==> config.mk <==
export PLATFORM = sky130hd
export DESIGN_NAME = demo_abc_sequencer
export DESIGN_NICKNAME = d
export VERILOG_FILES = /design/src/rtl/demo_abc_pkg.sv /design/src/rtl/demo_abc_sequencer_rr_arbiter.sv /design/src/rtl/demo_abc_sequencer.sv
export SDC_FILE = /design/constraint.sdc
export NUM_CORES = 1
export LEC_CHECK = 0
export BUFFER_PORTS_ARGS = -buffer_cell sky130_fd_sc_hd__buf_2
export CAP_MARGIN = 20
export CORE_AREA = 2 2 39 41
export CTS_CLUSTER_DIAMETER = 120
export DETAILED_ROUTE_END_ITERATION = 6
export DIE_AREA = 0 0 41 43
export GPL_ROUTABILITY_DRIVEN = 0
export PLACE_DENSITY = 0.63
export SLEW_MARGIN = 25
export SYNTH_ARGS = -nofsm -noshare
export SYNTH_HDL_FRONTEND = slang
export SYNTH_SLANG_ARGS = --single-unit
==> constraint.sdc <==
create_clock -name clock -period 1.82 [get_ports clock]
set_input_delay 0.364 -clock clock [delete_from_list [all_inputs] [get_ports clock]]
set_output_delay 0.364 -clock clock [all_outputs]
set_load 0.02 [all_outputs]
==> src/rtl/demo_abc_pkg.sv <==
//------------------------------------------------------------------------------
// Module   : demo_abc_pkg
// Brief    : Shared types and constants for the a/b/c transaction sequencer.
// Revision : 1.0 - initial release
//------------------------------------------------------------------------------
`default_nettype none

package demo_abc_pkg;

  // Sequencer states; the encoding is fixed so the outputs decode cleanly.
  typedef enum logic [1:0] {
    IDLE = 2'd0,
    ST_A = 2'd1,
    ST_B = 2'd2,
    ST_C = 2'd3
  } state_t;

  // Legal parameter ranges for the sequencer.
  localparam int BLEN_MIN = 1;
  localparam int BLEN_MAX = 15;
  localparam int NREQ_MIN = 2;
  localparam int NREQ_MAX = 4;

  // Round-robin successor of a requester index, wrapping at n.
  function automatic int rr_next(input int idx, input int n);
    return (idx + 1 >= n) ? 0 : idx + 1;
  endfunction

endpackage : demo_abc_pkg

`default_nettype wire

==> src/rtl/demo_abc_sequencer_rr_arbiter.sv <==
//------------------------------------------------------------------------------
// Module   : rr_arbiter
// Brief    : Combinational round-robin selector. The search begins at index
//            ptr and wraps around; the lowest requesting index at or above ptr
//            wins, otherwise the lowest requesting index overall.
// Revision : 1.0 - initial release
//------------------------------------------------------------------------------
`default_nettype none

module rr_arbiter #(
  parameter int NREQ = 2,
  parameter int PW   = $clog2(NREQ)
) (
  input  logic [NREQ-1:0] req,
  input  logic [PW-1:0]   ptr,
  output logic [NREQ-1:0] gnt,
  output logic [PW-1:0]   idx,
  output logic            any
);

  logic [NREQ-1:0] w_mask;
  logic [NREQ-1:0] w_hi;
  logic [NREQ-1:0] w_pick;

  // Split requests into those at/above the pointer and pick the lowest one,
  // falling back to the full request vector when the upper part is empty.
  always_comb begin
    w_mask = '0;
    for (int i = 0; i < NREQ; i++) begin
      w_mask[i] = (i >= int'(ptr));
    end
    w_hi   = req & w_mask;
    w_pick = (|w_hi) ? w_hi : req;
    gnt    = '0;
    idx    = '0;
    for (int i = NREQ - 1; i >= 0; i--) begin
      if (w_pick[i]) begin
        gnt    = '0;
        gnt[i] = 1'b1;
        idx    = PW'(i);
      end
    end
    any = |req;
  end

endmodule : rr_arbiter

`default_nettype wire

==> src/rtl/demo_abc_sequencer.sv <==
//------------------------------------------------------------------------------
// Module   : demo_abc_sequencer
// Brief    : Arbitrates among NREQ requesters and runs one a / b[*BLEN] / c
//            transaction per grant. Back-to-back grants go straight from c to
//            the next a without passing through IDLE.
// Revision : 1.0 - initial release
//------------------------------------------------------------------------------
`default_nettype none

module demo_abc_sequencer
  import demo_abc_pkg::*;
#(
  parameter int BLEN = 2,
  parameter int NREQ = 2
) (
  input  logic            clock,
  input  logic            reset_n,
  input  logic [NREQ-1:0] req,
  output logic [NREQ-1:0] gnt,
  output logic [NREQ-1:0] done,
  output logic            a,
  output logic            b,
  output logic            c,
  output logic            busy
);

  localparam int CW = $clog2(BLEN + 1);
  localparam int PW = $clog2(NREQ);

  state_t          r_state;
  state_t          w_next;
  logic [CW-1:0]   r_cnt;
  logic [NREQ-1:0] r_win;
  logic [PW-1:0]   r_ptr;

  logic [NREQ-1:0] w_arb_gnt;
  logic [PW-1:0]   w_arb_idx;
  logic            w_arb_any;
  logic            w_enter_a;

  rr_arbiter #(
    .NREQ (NREQ),
    .PW   (PW)
  ) u_arb (
    .req  (req),
    .ptr  (r_ptr),
    .gnt  (w_arb_gnt),
    .idx  (w_arb_idx),
    .any  (w_arb_any)
  );

  // Next-state and output decode; every output comes from the registered
  // state and latched winner so the live req vector never leaks through.
  always_comb begin
    w_next = r_state;
    case (r_state)
      IDLE:    if (w_arb_any) w_next = ST_A;
      ST_A:    w_next = ST_B;
      ST_B:    if (r_cnt == CW'(1)) w_next = ST_C;
      ST_C:    w_next = w_arb_any ? ST_A : IDLE;
      default: w_next = IDLE;
    endcase
    w_enter_a = (w_next == ST_A);
    a    = (r_state == ST_A);
    b    = (r_state == ST_B);
    c    = (r_state == ST_C);
    busy = (r_state != IDLE);
    gnt  = (r_state == ST_A) ? r_win : '0;
    done = (r_state == ST_C) ? r_win : '0;
  end

  // State register plus the winner/pointer latch taken on entry to ST_A;
  // reset returns straight to IDLE so an in-flight transaction ends silently.
  always_ff @(posedge clock) begin
    if (!reset_n) begin
      r_state <= IDLE;
      r_win   <= '0;
      r_ptr   <= '0;
    end else begin
      r_state <= w_next;
      if (w_enter_a) begin
        r_win <= w_arb_gnt;
        r_ptr <= PW'(rr_next(int'(w_arb_idx), NREQ));
      end
    end
  end

  // Body-length counter: loaded in ST_A, counts down in ST_B and holds at 1
  // so it can never wrap while b is active.
  always_ff @(posedge clock) begin
    if (!reset_n) begin
      r_cnt <= '0;
    end else if (r_state == ST_A) begin
      r_cnt <= CW'(BLEN);
    end else if ((r_state == ST_B) && (r_cnt > CW'(1))) begin
      r_cnt <= r_cnt - CW'(1);
    end
  end

endmodule : demo_abc_sequencer

`default_nettype wire

Word-level counts from Yosys, hierarchy flattened
Cells that the tools add are included.

Input port bits: 4. Output and inout bits: 8. Memory bits (writable): 0. Latch bits: 0. Logic and storage cells: 38. Bits in read-only memories: 0. Memories kept: 0. Register bits: 7.

Divide/modulo/power cells: 0. $add $sub $neg: 2. Order comparisons: 3. Equal/unequal tests: 5. Multiplexer cells: 14. Bitwise operators: 2. Shift operators: 0. Reductions and logical operators: 7. Multiply operators: 0.

Operator list (number): 2-bit 2-to-1 mux (9); 2-bit one-hot mux with 4 select lines (1); 2-bit by 1-bit == test with 1-bit output, second input constant (3); 2-bit OR reduction (3); 2-bit == test, second input constant (2); 1-bit 2-to-1 mux (4); 2-bit nonzero test (2); 1-bit by 1-bit adder with 2-bit output, second input constant (1); 2-bit bitwise AND (1); 2-bit greater-or-equal comparator, second input constant (1); 2-bit by 1-bit greater-than comparator with 1-bit output, second input constant (1); 2-bit zero test (1); 2-bit by 1-bit subtractor with 2-bit output, second input constant (1); 1-bit greater-or-equal comparator, first input constant (1); 1-bit logical AND (1); 1-bit NOT (1).

Logic depth before layout (Yosys ltp)
Gate-level depths: netlist (run 1).

Depth in word-level cells: 9. Gate-level depth with buffers: 6. Gate-level depth less buffers: 6.

Modules after synthesis
A second synthesis (run 1) with hierarchy kept.

Cells, all modules: 50. Area total of the unflattened synthesis: 474.2 um^2.

Modules (own cells, without submodules): demo_abc_sequencer (area an instance 441.7 um^2, sequential area each 140.1 um^2, instances 1, cells each 45); rr_arbiter (area an instance 32.5 um^2, sequential area each 0.0 um^2, instances 1, cells each 5).

Worst setup path before layout (run 1)
Ideal clock, no wire load.

Path kind: reg-to-output. Start point: reg r_state[1]. End point: out gnt[0]. Path slack: 0.475 ns. Data arrival time: 0.981 ns. Data required time: 1.456 ns. Cell stages (with the launch flop): 4. Path buffers: 0. Path through: dfxtp_1 inv_1 ha_1 and2_1.

Cells in the longest elaborated chain, start to end: 2.

RTL lines: start: declaration (RTL line demo_abc_sequencer.sv:30) `state_t r_state;`; start signal: assignment (RTL line demo_abc_sequencer.sv:80) `r_state <= w_next;`; 2-bit by 1-bit == test with 1-bit output; via a (RTL line demo_abc_sequencer.sv:21) `output logic a,`; 2-bit 2-to-1 mux (RTL line demo_abc_sequencer.sv:68) `gnt = (r_state == ST_A) ? r_win : '0;`; end: declaration (RTL line demo_abc_sequencer.sv:19) `output logic [NREQ-1:0] gnt,`.

The timed path passes the listed nets, and every way through them passes these cells.

Final worst setup path (run 1)
Start point: reg r_state[1]. End point: out gnt[1].

Cells in the longest elaborated chain, start to end: 2.

RTL lines (RTL line): 2-bit by 1-bit == test with 1-bit output (demo_abc_sequencer.sv:68); 2-bit 2-to-1 mux (demo_abc_sequencer.sv:68).

Every way passes these cells.

==> results of run 1 <==
-- report_power, final --
part           total (mW)  switching, mW  leakage (nW)  internal (mW)
clock               0.149         0.0653        0.0150         0.0842
sequential          0.229         0.0324        0.0576          0.196
combinational       0.299          0.173         0.184          0.126
-- final cells by class --
| class | count | area share (%) |
|---|---|---|
| Inverter | 5 | 3.563 |
| Timing Repair Buffer | 11 | 10.45 |
| Clock buffer | 4 | 4.988 |
| Multi-Input combinational cell | 33 | 50.59 |
| Sequential cell | 7 | 26.60 |
| Tap cell | 16 | 3.800 |
-- per-layer routing --
| metal | share of wire [%] | track usage, % | up-vias |
|---|---|---|---|
| met5 | 0 | 0 | - |
| met4 | 5.8 | 14.00 | 0 |
| met3 | 4.8 | 4.712 | 5 |
| met2 | 42 | 15.00 | 12 |
| met1 | 47 | 11.65 | 158 |
| li1 | - | - | 180 |
-- worst max-delay path: stages, from the launching register on --
cell and delay, ns:
dfxtp_1 0.35, inv_1 0.09, ha_1 0.24, and2_1 0.17
buf_2 0.15
-- synthesized netlist by cell type --
cell type,instances
dfxtp_1,7
ha_1,6
and2_1,5
inv_1,5
nand2_1,5
mux2i_1,3
nor3b_1,2
a21boi_1,1
a21oi_4,1
clkbuf_1,1
nand3_1,1
nand3b_1,1
nor2_1,1
nor2b_2,1
o211ai_1,1
o21a_1,1
o21ai_0,1
o22ai_1,1
o22ai_2,1
xor2_1,1
-- state kept, by name (all words and copies together), names as in the netlist --
register and count:
r_cnt 2, r_state 2, r_ptr 1, r_win 2
-- worst min path at each step --
stage	startpoint	endpoint	slack (ns)	cells after the start
detailed placement	r_win[0]$_SDFFE_PN0N_	r_win[0]$_SDFFE_PN0N_	0.47	2
finish	req[0]	r_win[0]$_SDFFE_PN0N_	0.40	3
floorplan	r_win[0]$_SDFFE_PN0N_	r_win[0]$_SDFFE_PN0N_	0.44	2
global route	reset_n	r_cnt[1]$_SDFFE_PN0P_	0.43	2
global placement	r_win[1]$_SDFFE_PN0N_	r_win[1]$_SDFFE_PN0N_	0.46	2
CTS	req[0]	r_win[0]$_SDFFE_PN0N_	0.39	3
-- metrics by stage --
| stage | util (%) | power, mW |
|---|---|---|
| after floorplan | - | 0.4674 |
| after global placement | 36.17 | 0.5291 |
| after detailed placement | 36.17 | 0.5345 |
| after CTS | 38.07 | 0.6911 |
| after global routing | 38.07 | 0.7304 |
| final | 38.07 | 0.6771 |
-- cell families after synthesis --
logic type	synth area share, %
adders and majority gates	17.49
AOI/OAI and AO/OA	14.58
and+or+nand+nor	20.99
DFF	32.65
muxes	6.997
xor gates and xnor gates	2.041
buffers and inverters	5.247
==> summary.md, run 1 <==
| Metric | Value |
|---|---|
| Initial Util | 31.01% |
| Worst Setup Start Kind | register |
| Yosys warns | 0 |
| Final Cell Area | 526.8 sq um |
| Tcrit/Tclk final | 88.85% |
| Crit path to | gnt[1] |
| Routed length per placed instance | 10.36 um |
| GRT Total Usage | 11.47% |
| Vias in the first global route | 311 |
| Die height | 43 um |
| Most common cell after layout, fill and taps aside | buf_2 |
| Fin. Hold Viols | 0 |
| PnR worst setup slack | 0.2029 ns |
| Placed cell area | 500.5 sq um |
| Sequential area share after synthesis | 32.65% |
| Peak supply drop | 0.0004439 V |
| Placement row count | 14 |
| Smallest hold slack | 0.3997 ns |
| Core Region | 0.001384 sq mm |
| Total routed wirelength | 787 um |
| Die area | 0.001763 sq mm |
| Avg Inst Size Synth | 9.330 sq um |
| Netlist cell types | 20 |
| Pre-CTS setup slack | 0.3894 ns |
| First-pass GRT wire length | 1248 um |
| Hold-fix buffers, CTS | 0 |
| Critical path type | reg2out |
| Initial antenna violation count | 0 |
| Outcome | complete, no violations |
| DR vias/cell | 4.671 |
| RSZ-0062 raised after global routing | false |
| Leakage | 0.2562 nW |
| Setup TNS Final | 0 ns |
| # diodes | 0 |
| IO Pins | 12 |
| Syn nets | 56 |
| Fillers | 141 |
| TritonCTS clock tree | done |
| Largest area contributor in the netlist | dfxtp_1 |
| CTS HTree Levels | 1 |
| Clk sinks | 7 |
| Synth Instances | 46 |
| Crit. End Element | output port |
| CTS buffer count | 3 |
| Worst setup path startpoint | r_state[1]$_SDFF_PN0_ |
| Final min period | 1.617 ns |
| Initial DRC count | 5 |
| Post-CTS sizing | 0 |
| PwrDens | 1285 mW/mm^2 |
| Crit-path max FO | 5 |
| Clk_lat worst skew | 0.26 ns |
| Share of cells above drive strength 1 | 28.33% |
| Syn Std Cell Area | 429.2 sq um |
| ANT nets after route | 0 |
| Largest net degree at the start of global routing | 11 |
| Hold Path Class | in2reg |
| R2R Path End | r_win[0]$_SDFFE_PN0N_ |
| Post-route clock skew | 0.0004756 ns |
| Worst R2R Setup Slack | 0.37 ns |
| Pins over their slew limit | 0 |
| R2R Path Start | r_state[0]$_SDFF_PN0_ |
| DP HPWL | 606.1 um |
| Max-Slew Margin vs Limit | 78.63% |
| Setup bufs post-CTS | 0 |
| R2r worst-path depth | 6 |
| Footprint of the multi-input gates | 266.5 sq um |
| Longest Clk Path Bufs | 2 |
| Seq. cell area | 140.1 sq um |
| Die Width | 41 um |
| Final Net Count | 71 |
| Most frequent cells in the layout | buf_2 (11), dfxtp_1 (7), ha_1 (6) |
| Drt pass-1 iters | 4 |
| Layout Cells excl Fill | 76 |
| Placed Instances | 72 |
| GRT Residual Overflow | 0 |
| Register bit total from synthesis | 7 |
| Clock root buffer | clkbuf_4 |
| Synth top area share | 32.65% |
| Via count | 355 |
| Crit path DAT | 1.25 ns |
| Critical Path RT | 1.46 ns |
| Area growth from synthesis to layout | 22.74% |
| Max Clock Freq | 0.6184 GHz |
| DRC violation count after routing | 0 |
| Synth top area cells | dfxtp_1 (33%), ha_1 (17%), and2_1 (7.3%), mux2i_1 (7.0%), inv_1 (4.4%) |
| Worst slew pin tran | 0.3205 ns |
| Clk slew on worst S/H paths | 0.05 ns |
| Max Cap Viol | 0 |
| # setup viols final | 0 |
| IO buf count | 11 |
Power figures use the tool's default switching activity.
==> run 2, diff against run 1 <==
--- a/config.mk
+++ b/config.mk
@@ -7,12 +7,14 @@
 export LEC_CHECK = 0
 export BUFFER_PORTS_ARGS = -buffer_cell sky130_fd_sc_hd__buf_2
 export CAP_MARGIN = 20
+export CELL_PAD_IN_SITES_DETAIL_PLACEMENT = 0
+export CELL_PAD_IN_SITES_GLOBAL_PLACEMENT = 1
 export CORE_AREA = 2 2 39 41
 export CTS_CLUSTER_DIAMETER = 120
 export DETAILED_ROUTE_END_ITERATION = 6
 export DIE_AREA = 0 0 41 43
 export GPL_ROUTABILITY_DRIVEN = 0
-export PLACE_DENSITY = 0.63
+export PLACE_DENSITY = 0.77
 export SLEW_MARGIN = 25
 export SYNTH_ARGS = -nofsm -noshare
 export SYNTH_HDL_FRONTEND = slang
==> run 2 against run 1 <==
Cell count did not move; fmax rose by 1.2%; die area did not move; cell area did not move; total power fell by 1.4%; clock power fell by 6%; sequential share of layout area did not move; combinational power barely moved; global-route usage fell by 0.91 points.
==> summary.md, run 2 (synthesis results as in run 1) <==
| Metric | Value |
|---|---|
| Outcome | complete, no violations (unchanged) |
| Most common cell after layout, fill and taps aside | buf_2 (unchanged) |
| RSZ-0062 raised after global routing | false (unchanged) |
| Final min period | 1.598 ns (was 1.617 ns) |
| GRT Residual Overflow | 0 (unchanged) |
| Final Net Count | 71 (unchanged) |
| Routed length per placed instance | 9.882 um (was 10.36 um) |
| Drt pass-1 iters | 2 (was 4) |
| First-pass GRT wire length | 1221 um (was 1248 um) |
| Max Clock Freq | 0.6259 GHz (was 0.6184 GHz) |
| Layout Utilization | 38.07% (unchanged) |
| Peak supply drop | 0.0004650 V (was 0.0004439 V) |
| Max-Slew Margin vs Limit | 77.28% (was 78.63%) |
| Initial antenna violation count | 0 (unchanged) |
| Crit. End Element | output port (unchanged) |
| PnR worst setup slack | 0.2223 ns (was 0.2029 ns) |
| Leakage | 0.2562 nW (unchanged) |
| Clock root buffer | clkbuf_4 (unchanged) |
| Setup TNS Final | 0 ns (unchanged) |
| CTS HTree Levels | 1 (unchanged) |
| Crit path DAT | 1.23 ns (was 1.25 ns) |
| Post-route clock skew | 0.003421 ns (was 0.0004756 ns) |
| ANT nets after route | 0 (unchanged) |
| DR vias/cell | 4.513 (was 4.671) |
| Placed Instances | 72 (unchanged) |
| Largest regs | r_cnt: 2 flops, r_state: 2 flops, r_win: 2 flops (unchanged) |
| Crit path cell chain | inv_1 -> ha_1 -> and2_1 -> buf_2 (unchanged) |
| Clk_lat worst skew | 0.25 ns (was 0.26 ns) |
| Hold-fix buffers, CTS | 0 (unchanged) |
| Share of cells above drive strength 1 | 28.33% (unchanged) |
| Pins over their slew limit | 0 (unchanged) |
| Max Cap Viol | 0 (unchanged) |
| Placed cell area | 500.5 sq um (unchanged) |
| Worst Setup Start Kind | register (unchanged) |
| Initial DRC count | 10 (was 5) |
| # diodes | 0 (unchanged) |
| Clk slew on worst S/H paths | 0.05 ns (about the same) |
| DP HPWL | 592.6 um (was 606.1 um) |
| Met2 WL | 371 um (was 332 um) |
| Placement row count | 14 (unchanged) |
| Vias in the first global route | 300 (was 311) |
| TritonCTS clock tree | done (unchanged) |
| Metal-1 WL | 356 um (was 370 um) |
| Core Region | 0.001384 sq mm (unchanged) |
| Layout Cells excl Fill | 76 (unchanged) |
| Crit-path max FO | 5 (unchanged) |
| Clk sinks | 7 (unchanged) |
| Smallest hold slack | 0.4172 ns (was 0.3997 ns) |
| Area growth from synthesis to layout | 22.74% (unchanged) |
| Initial Util | 31.01% (unchanged) |
| Final Cell Area | 526.8 sq um (unchanged) |
| DRC violation count after routing | 0 (unchanged) |
| Crit-path max cell delay | 0.35 ns (about the same) |
| Die Width | 41 um (unchanged) |
| Setup bufs post-CTS | 0 (unchanged) |
| Total routed wirelength | 751 um (was 787 um) |
| # setup viols final | 0 (unchanged) |
| Largest net degree at the start of global routing | 11 (unchanged) |
| IO Pins | 12 (unchanged) |
| Worst slew pin tran | 0.3408 ns (was 0.3205 ns) |
| Via count | 343 (was 355) |
| CTS buffer count | 3 (unchanged) |
| PwrDens | 1267 mW/mm^2 (was 1285 mW/mm^2) |
| Metal3 WL | 23 um (was 38 um) |
| Post-CTS sizing | 0 (unchanged) |
| Longest Clk Path Bufs | 2 (unchanged) |
| GRT Total Usage | 10.56% (was 11.47%) |
| IO buf count | 11 (unchanged) |
| Worst path slowest cell | dfxtp_1 (unchanged) |
| Most frequent cells in the layout | buf_2 (11), dfxtp_1 (7), ha_1 (6) (unchanged) |
| Die area | 0.001763 sq mm (unchanged) |
| Fin. Hold Viols | 0 (unchanged) |
| Critical path type | reg2out (unchanged) |
| Hold Path Class | in2reg (unchanged) |
| Highest routed layer | met3 (was met4) |
| Final Power | 0.6674 mW (was 0.6771 mW) |
| Die height | 43 um (unchanged) |
| Pre-CTS setup slack | 0.4091 ns (was 0.3894 ns) |
| Tcrit/Tclk final | 87.79% (was 88.85%) |
| Critical Path RT | 1.46 ns (about the same) |
run 2: cell counts in the layout (fill, tap and decap cells not counted):
Identical to the previous run, type by type.
run 2: final cells by class:
cell class                      instances  area (sq um)
Clock buffer                            4         26.28
Fill cell                             146         857.1
Inverter                                5         18.77
Multi-Input combinational cell         33         266.5
Sequential cell                         7         140.1
Tap cell                               16         20.02
Timing Repair Buffer                   11         55.05
run 2: metal layers:
| metal | global-route usage, % | up-vias |
|---|---|---|
| li1 | - | 178 |
| met2 | 14.37 | 6 |
| met1 | 12.30 | 159 |
| met3 | 6.283 | 0 |
| met5 | 0 | - |
| met4 | 6.000 | 0 |
run 2: path summary, 6_finish.rpt:
kind | start | endpoint | slack, ns | depth (start not counted)
setup / recovery | r_state[1]$_SDFF_PN0_ | gnt[0] | 0.22 | 4
hold / removal | req[0] | r_win[0]$_SDFFE_PN0N_ | 0.42 | 3
setup reg to reg | r_state[0]$_SDFF_PN0_ | r_win[0]$_SDFFE_PN0N_ | 0.39 | 6
hold reg to reg | r_win[1]$_SDFFE_PN0N_ | r_win[1]$_SDFFE_PN0N_ | 0.47 | 2
run 2: report_power, final:
| part | total, mW | leakage (nW) | switching (mW) | internal, mW |
|---|---|---|---|---|
| clock network | 0.140 | 0.0150 | 0.0561 | 0.0836 |
| registers | 0.227 | 0.0576 | 0.0311 | 0.196 |
| logic | 0.300 | 0.184 | 0.174 | 0.126 |
run 2: critical path, delay by kind of cell, from the launching register on:
kind | cells | cell delay, ns
fa+ha+maj | 1 | 0.24
buf+inv | 2 | 0.23
flops | 1 | 0.35
simple gates | 1 | 0.17
==> run 3, diff against run 2 <==
--- a/config.mk
+++ b/config.mk
@@ -10,11 +10,14 @@
 export CELL_PAD_IN_SITES_DETAIL_PLACEMENT = 0
 export CELL_PAD_IN_SITES_GLOBAL_PLACEMENT = 1
 export CORE_AREA = 2 2 39 41
+export CTS_BUF_LIST = sky130_fd_sc_hd__clkbuf_8 sky130_fd_sc_hd__clkbuf_16
 export CTS_CLUSTER_DIAMETER = 120
 export DETAILED_ROUTE_END_ITERATION = 6
 export DIE_AREA = 0 0 41 43
 export GPL_ROUTABILITY_DRIVEN = 0
 export PLACE_DENSITY = 0.77
+export RECOVER_POWER = 50
+export SKIP_LAST_GASP = 1
 export SLEW_MARGIN = 25
 export SYNTH_ARGS = -nofsm -noshare
 export SYNTH_HDL_FRONTEND = slang
==> run 3 against run 2 <==
Routed wire length up 0.27%; hold slack gained 0.019 ns; critical path depth is the same; clock power increased by 51%; utilization rose by 0.36 points; combinational power fell by 10%; clock skew decreased by 0.0018 ns; sequential share of layout area shrank 0.25 points; worst setup slack improved by 0.024 ns; non-clock buffer count is the same; cell area rose by 0.95%; highest routed layer is now met4; count of clock-buffer cells in the layout fell by 1.
==> summary.md, run 3 (synthesis results as in run 1) <==
| Metric | Value |
|---|---|
| Outcome | complete, no violations (unchanged) |
| # setup viols final | 0 (unchanged) |
| Final min period | 1.574 ns (was 1.598 ns) |
| Highest routed layer | met4 (was met3) |
| IO buf count | 11 (unchanged) |
| Critical path type | reg2out (unchanged) |
| Die height | 43 um (unchanged) |
| Max Clock Freq | 0.6354 GHz (was 0.6259 GHz) |
| Final Power | 0.7089 mW (was 0.6674 mW) |
| IO Pins | 12 (unchanged) |
| DRC violation count after routing | 0 (unchanged) |
| Clk slew on worst S/H paths | 0.04 ns (was 0.05 ns) |
| Vias in the first global route | 293 (was 300) |
| PwrDens | 1333 mW/mm^2 (was 1267 mW/mm^2) |
| Clk sinks | 7 (unchanged) |
| # diodes | 0 (unchanged) |
| Area growth from synthesis to layout | 23.91% (was 22.74%) |
| Initial Util | 31.01% (unchanged) |
| Via count | 342 (was 343) |
| Seq. cell area | 140.1 sq um (unchanged) |
| GRT Total Usage | 10.66% (was 10.56%) |
| TritonCTS clock tree | done (unchanged) |
| Pins over their slew limit | 0 (unchanged) |
| Max Cap Viol | 0 (unchanged) |
| Worst slew pin tran | 0.3643 ns (was 0.3408 ns) |
| Footprint of the multi-input gates | 255.2 sq um (was 266.5 sq um) |
| CTS HTree Levels | 1 (unchanged) |
| Post-CTS sizing | 0 (unchanged) |
| Metal3 WL | 35 um (was 23 um) |
| Tcrit/Tclk final | 86.48% (was 87.79%) |
| Routed length per placed instance | 9.908 um (was 9.882 um) |
| Clk_lat worst skew | 0.23 ns (was 0.25 ns) |
| Core Region | 0.001384 sq mm (unchanged) |
| Placement row count | 14 (unchanged) |
| Share of cells above drive strength 1 | 23.33% (was 28.33%) |
| Final Net Count | 71 (unchanged) |
| Hold-fix buffers, CTS | 0 (unchanged) |
| Longest Clk Path Bufs | 2 (unchanged) |
| Metal-1 WL | 365 um (was 356 um) |
| Setup bufs post-CTS | 0 (unchanged) |
| Setup TNS Final | 0 ns (unchanged) |
| Worst Setup Start Kind | register (unchanged) |
| Most common cell after layout, fill and taps aside | buf_2 (unchanged) |
| Crit. End Element | output port (unchanged) |
| DP HPWL | 592.6 um (unchanged) |
| Die Width | 41 um (unchanged) |
| DR vias/cell | 4.500 (was 4.513) |
| Smallest hold slack | 0.4365 ns (was 0.4172 ns) |
| First-pass GRT wire length | 1228 um (was 1221 um) |
| Die area | 0.001763 sq mm (unchanged) |
| CTS buffer count | 3 (unchanged) |
| Drt pass-1 iters | 2 (unchanged) |
| Hold Path Class | in2reg (unchanged) |
| Largest net degree at the start of global routing | 11 (unchanged) |
| ANT nets after route | 0 (unchanged) |
| GRT Residual Overflow | 0 (unchanged) |
| Post-route clock skew | 0.001613 ns (was 0.003421 ns) |
| Largest regs | r_cnt: 2 flops, r_state: 2 flops, r_win: 2 flops (unchanged) |
| Initial DRC count | 7 (was 10) |
| Leakage | 0.2582 nW (was 0.2562 nW) |
| Fillers | 143 (was 146) |
| Met2 WL | 341 um (was 371 um) |
| Crit-path max FO | 5 (unchanged) |
| Most frequent cells in the layout | buf_2 (9), dfxtp_1 (7), inv_1 (6), ha_1 (6) (was buf_2 (11), dfxtp_1 (7), ha_1 (6)) |
| RSZ-0062 raised after global routing | false (unchanged) |
| Layout Utilization | 38.43% (was 38.07%) |
| Fin. Hold Viols | 0 (unchanged) |
| Peak supply drop | 0.0004982 V (was 0.0004650 V) |
| Critical Path RT | 1.46 ns (about the same) |
| Total routed wirelength | 753 um (was 751 um) |
| Crit path DAT | 1.21 ns (was 1.23 ns) |
| Clock root buffer | clkbuf_8 (was clkbuf_4) |
| Initial antenna violation count | 0 (unchanged) |
| Max-Slew Margin vs Limit | 75.71% (was 77.28%) |
[run 3: cell count changes in the layout (fill, tap and decap cells not counted), sizes merged]
| cell | before | now |
|---|---|---|
| buf | 11 | 9 |
| clkbuf | 4 | 5 |
| inv | 5 | 6 |
[run 3: path summary, 6_finish.rpt]
path,start,to,slack (ns),cells past startpoint
max,r_state[1]$_SDFF_PN0_,gnt[0],0.25,4
min,req[0],r_win[0]$_SDFFE_PN0N_,0.44,3
max reg2reg,r_state[0]$_SDFF_PN0_,r_win[0]$_SDFFE_PN0N_,0.25,6
min reg2reg,r_win[1]$_SDFFE_PN0N_,r_win[1]$_SDFFE_PN0N_,0.46,2
[run 3: power by group]
group	internal (mW)	switching (mW)
Sequential	0.197	0.0308
Combinational	0.110	0.159
Clock	0.146	0.0662
Total	0.453	0.256
[run 3: per-stage QoR]
stage | area [sq um] | cells | setup slack, ns
2_1_floorplan | 429.2 | 46 | 0.4746
6_report | 531.8 | 76 | 0.2461
3_5_place_dp | 500.5 | 72 | 0.4091
3_3_place_gp | 500.5 | 72 | 0.4178
5_1_grt | 531.8 | 76 | 0.1068
4_1_cts | 545.5 | 76 | 0.2325
[run 3: worst max-delay path, cell delays in order (launching register included)]
cell and delay, ns:
dfxtp_1 0.34, inv_1 0.08, ha_1 0.24, and2_1 0.17
buf_2 0.15
[run 3: layout make-up]
type	instances	share of cell area [%]
Multi-Input combinational cell	33	48.00
Clock inverter	1	0.7059
Clock buffer	3	7.765
Inverter	5	3.529
Tap cell	16	3.765
Sequential cell	7	26.35
Timing Repair Buffer	11	9.882
[run 3: routing by layer]
layer | GRT usage, % | vias to the layer above
met5 | 0 | -
met2 | 13.13 | 8
met3 | 6.283 | 2
li1 | - | 178
met1 | 13.92 | 154
met4 | 6.000 | 0
